[src/rtl/writeback_arbiter.sv]
// Register-file write-back arbiter: execute pipeline vs. queued long-latency results,
// pipeline priority with a starvation guard. Optional decode bypass under `WB_FWD_EN.
module writeback_arbiter #(
  parameter int DATA_W       = 8,
  parameter int PTR_W        = 4,
  parameter int FIFO_DEPTH   = 4,
  parameter int STARVE_LIMIT = 4
) (
  input  logic                          clk,
  input  logic                          reset_WB,
  input  logic                          pipe_valid,
  input  logic [PTR_W-1:0]              pipe_dst,
  input  logic [DATA_W-1:0]             pipe_data,
  output logic                          pipe_ready,
  input  logic                          ll_valid,
  input  logic [PTR_W-1:0]              ll_dst,
  input  logic [DATA_W-1:0]             ll_data,
  output logic                          ll_ready,
  output logic                          wb_we,
  output logic [PTR_W-1:0]              wb_dst,
  output logic [DATA_W-1:0]             wb_data,
  output logic [$clog2(FIFO_DEPTH):0]   ll_pending
`ifdef WB_FWD_EN
  ,
  input  logic [PTR_W-1:0]              fwd_src_0,
  input  logic [PTR_W-1:0]              fwd_src_1,
  input  logic [PTR_W-1:0]              fwd_src_2,
  output logic                          fwd_hit_0,
  output logic                          fwd_hit_1,
  output logic                          fwd_hit_2,
  output logic [DATA_W-1:0]             fwd_data_0,
  output logic [DATA_W-1:0]             fwd_data_1,
  output logic [DATA_W-1:0]             fwd_data_2
`endif
);
  localparam int AW = $clog2(FIFO_DEPTH);
  localparam int CW = $clog2(STARVE_LIMIT + 1);

  logic [PTR_W-1:0]  r_mem_dst  [FIFO_DEPTH];
  logic [DATA_W-1:0] r_mem_data [FIFO_DEPTH];
  logic [AW-1:0]     r_wptr, r_rptr;
  logic [AW:0]       r_count;
  logic [CW-1:0]     r_starve;

  logic w_empty, w_full, w_starved, w_enq, w_pipe_gnt, w_fifo_gnt;

  // Grant uses registered occupancy, so a fresh entry is never granted in its enqueue cycle.
  assign w_empty    = (r_count == '0);
  assign w_full     = (r_count == (AW+1)'(FIFO_DEPTH));
  assign w_starved  = !w_empty && (r_starve == CW'(STARVE_LIMIT));
  assign w_enq      = ll_valid && !w_full;
  assign w_pipe_gnt = !w_starved && pipe_valid;
  assign w_fifo_gnt = !w_empty && (w_starved || !pipe_valid);

  assign pipe_ready = !w_starved;
  assign ll_ready   = !w_full;
  assign ll_pending = r_count;

  always_ff @(posedge clk) begin
    if (w_enq) begin
      r_mem_dst[r_wptr]  <= ll_dst;
      r_mem_data[r_wptr] <= ll_data;
    end
  end

  always_ff @(posedge clk) begin
    if (reset_WB) begin
      r_wptr   <= '0;
      r_rptr   <= '0;
      r_count  <= '0;
      r_starve <= '0;
      wb_we    <= 1'b0;
      wb_dst   <= '0;
      wb_data  <= '0;
    end else begin
      if (w_enq)      r_wptr <= r_wptr + 1'b1;
      if (w_fifo_gnt) r_rptr <= r_rptr + 1'b1;
      r_count <= r_count + (AW+1)'(w_enq) - (AW+1)'(w_fifo_gnt);

      if (w_empty || w_fifo_gnt)
        r_starve <= '0;
      else if (w_pipe_gnt && r_starve != CW'(STARVE_LIMIT))
        r_starve <= r_starve + 1'b1;

      // Idle cycles drop the strobe but keep the last dst/data on the bus.
      if (w_pipe_gnt) begin
        wb_we   <= 1'b1;
        wb_dst  <= pipe_dst;
        wb_data <= pipe_data;
      end else if (w_fifo_gnt) begin
        wb_we   <= 1'b1;
        wb_dst  <= r_mem_dst[r_rptr];
        wb_data <= r_mem_data[r_rptr];
      end else begin
        wb_we   <= 1'b0;
      end
    end
  end

`ifdef WB_FWD_EN
  assign fwd_hit_0  = wb_we && (wb_dst == fwd_src_0);
  assign fwd_hit_1  = wb_we && (wb_dst == fwd_src_1);
  assign fwd_hit_2  = wb_we && (wb_dst == fwd_src_2);
  assign fwd_data_0 = wb_data;
  assign fwd_data_1 = wb_data;
  assign fwd_data_2 = wb_data;
`endif

endmodule

[config.mk]
export PLATFORM = sky130hd
export DESIGN_NAME = writeback_arbiter
export DESIGN_NICKNAME = d
export VERILOG_FILES = /design/src/rtl/writeback_arbiter.sv
export SDC_FILE = /design/constraint.sdc
export NUM_CORES = 1
export LEC_CHECK = 0
export CAP_MARGIN = 20
export CORE_UTILIZATION = 30
export DETAILED_ROUTE_END_ITERATION = 6
export PLACE_DENSITY = 0.55
export SLEW_MARGIN = 20
export SYNTH_ARGS = -nofsm -noshare
export SYNTH_HDL_FRONTEND = slang
export SYNTH_SLANG_ARGS = --single-unit
[constraint.sdc]
create_clock -name clk -period 4.7 [get_ports clk]
set_clock_uncertainty 0.05 [all_clocks]
set_input_delay 0.705 -clock clk [delete_from_list [all_inputs] [get_ports clk]]
set_output_delay 0.705 -clock clk [all_outputs]
set_load 0.1 [all_outputs]
==> out/metrics.yaml <==
outcome: "completed"
cts_root_buf: "clkbuf_8"
cts_sinks: 73
grt_overflow_total: 0
synth_top_area_share: 0.498
path_delay_family: "buffers and inverters"
critPathArrivalTime_ns: 2.72
final_cells: 359
p_int_mw: 1.29
total_power_mw: 2.00
synth_edf_count: 48
slowest_delay_ns: 1.28
leakagePower_nw: 1.29
worstHoldStart: "r_starve[0]$_SDFFE_PP0P_"
min_path_cells: 1
clkPwrFrac: 0.263
ys_top_cells_by_area: "edfxtp_1 50%, dfxtp_1 17%, mux4_2 7.8%"
synth_top_family_by_area: "multiplexers"
cts_buffer_depth: 2
relSlewSlack: 0.343
tns_ns: 0
worstReg2RegEnd: "ll_pending[2]$_SDFF_PP0_"
die_y_um: 100
wirelength_mm: 5.41
comb_power_share: 0.317
clkSlewWorstSetupHoldPaths_ns: 0.08
wl_per_cell_um: 15.1
io_pins: 46
initial_core_util: 0.312
startpoint_type: "flop"
synth_fp_nets: 214
maxCapViolCount: 0
final_common_cell: "edfxtp_1"
fmaxAchievable_ghz: 0.288
rows: 35
via_per_inst: 4.52
hold_ws_ns: 0.394
place_inst: 343
post-cts-setup-buffers: 0
grt_pass1_wl_mm: 8.60
fin_nets: 262
cts_hold_buf: 0
criticalPathCategory: "flop to output pin"
antenna_found_initial: 0
grt_pass1_vias: 1614
finalCoreUtilization: 0.396
grt_util_all_layers: 0.118
path_max_fanout: 13
hold_class: "flop to flop"
rsz0062_at_grt: "false"
synthDistinctLibCells: 35
crit-reg2reg-launch: "r_starve[0]$_SDFFE_PP0P_"
min_to: "r_starve[0]$_SDFFE_PP0P_"
maxSlewViolCount: 0
ys.flop_type: "edfxtp_1"
vias: 1623
cp-end-kind: "output pin"
grt_max_degree: 15
seq_area_sq_um: 1940
synth.avg_cell_area_sq_um: 16.4
syn_inst: 177
place_congestion: 0.684
syn_area_sq_um: 2900
yosysWarningCount: 0
syn2layout_area_growth_pct: 27.0
cp_slowest_cell: "clkdlybuf4s50_1"
fp.dieArea_sq_um: 10000
pwr_density_cell_nw_per_um2: 544
required_ns: 3.94
path_cells: "o311ai_2 -> clkdlybuf4s50_1"
fill_cells: 878
p_sw_mw: 0.712
htreeDepth: 3
num_antenna_cells: 0
yosys.area_share.simple: 0.0834
finalCritPeriodShare: 0.740
finalHoldViolCount: 0
clk_latency_ns: 0.34
ff2ff_path_depth: 11
muxShareOfSynthArea: 0.0994
vdd_drop_max_v: 0.000195
post-place-ws_ns: 1.61
io_buffers: 45
cp_num_buf_inv: 1
route.detailed.drc: 0
fp.coreArea_sq_um: 9280
worst_slack_ns: 1.22
tightestPinTransition_ns: 0.982
multiInputGateArea_sq_um: 871
antenna_left: 0
synth_xor_area_frac: 0.00605
cts_tree: "built"
dp_hpwl_mm: 3.75
drive_gt1_frac: 0.135
post-route-min-period_ns: 3.48
power_frac_seq: 0.420
drt_iter0_markers: 57
synthAdderAreaFrac: 0.0415
finalInstanceArea_sq_um: 3680
ys_seq_area_frac: 0.671
final_cell_mix: "48 x edfxtp_1, 45 x clkdlybuf4s50_1, 25 x dfxtp_1, 17 x and3_1, 12 x a221o_1"
synth_compound_area_frac: 0.0704
first_pass_iters: 4
die_w_um: 100
numCtsBuffers: 9
place_area_sq_um: 3470
synth_top_area_cell: "edfxtp_1"
postCtsResizedCells: 0
synth_async_sr_flop_share: 0
r2r_setup_slack_ns: 2.30
setup_violations: 0
power_switching_share: 0.356
ys_ff_latch: 73
## worst max-delay path by stage
stage / startpoint / endpoint / slack (ns) / depth (start not counted)
after CTS: ll_pending[0]$_SDFF_PP0_ / pipe_ready / 1.23 / 2
after floorplan: ll_pending[1]$_SDFF_PP0_ / ll_pending[2]$_SDFF_PP0_ / 1.47 / 10
after detailed placement: ll_pending[0]$_SDFF_PP0_ / pipe_ready / 1.61 / 2
after global routing: ll_pending[0]$_SDFF_PP0_ / pipe_ready / 1.10 / 2
final: ll_pending[0]$_SDFF_PP0_ / pipe_ready / 1.22 / 2
after global placement: ll_pending[0]$_SDFF_PP0_ / pipe_ready / 1.62 / 2
## flip-flops by register name, summed over array words and instances, names as in the netlist, named ones only
register and flops:
r_mem_data 32, r_rptr 2, ll_pending 3, wb_we 1, r_wptr 2, wb_dst 4, wb_data 8, r_mem_dst 16
r_starve 3
## cell type report
cell class | instances | area share
Timing Repair Buffer | 46 | 0.125
Inverter | 9 | 0.00919
Sequential cell | 73 | 0.528
Tap cell | 129 | 0.0439
Multi-Input combinational cell | 86 | 0.237
Clock inverter | 5 | 0.0218
Clock buffer | 11 | 0.0357
## power by group through the flow
stage | Combinational [mW] | Clock (mW) | Sequential [mW]
detailed placement | 0.637 | 0 | 0.857
finish | 0.634 | 0.525 | 0.840
global placement | 0.635 | 0 | 0.853
floorplan | 0.261 | 0 | 1.08
CTS | 0.639 | 0.536 | 0.843
global route | 0.669 | 0.561 | 0.855
## cells in the mapped netlist, types with 2 or more instances
cell type,instances
mux4_2,10
buf_2,3
clkbuf_1,3
nor2_1,6
dfxtp_1,25
nand3_1,3
a21oi_1,4
nor2b_1,3
ha_1,8
inv_1,9
a221o_1,12
mux4_1,2
and3_1,17
a21o_1,2
xnor2_1,2
edfxtp_1,48
nand2_1,2
## layer usage
metal	global-route usage	up-vias	wire length (um)
met5	0	-	0
met4	0.0702	0	129
met2	0.189	38	2730
met1	0.141	790	2270
met3	0.0369	10	284
li1	-	785	-
## cell families (layout without fill, tap and decap cells)
kind of cell               after synthesis  in the layout
DFF                                     73             73
and+or+nand+nor                         39             39
AOI/OAI and AO/OA                       23             23
buffers and inverters                   18             71
muxes                                   13             13
adders and majority gates                9              9
xor gates and xnor gates                 2              2
Power figures use the tool's default switching activity.
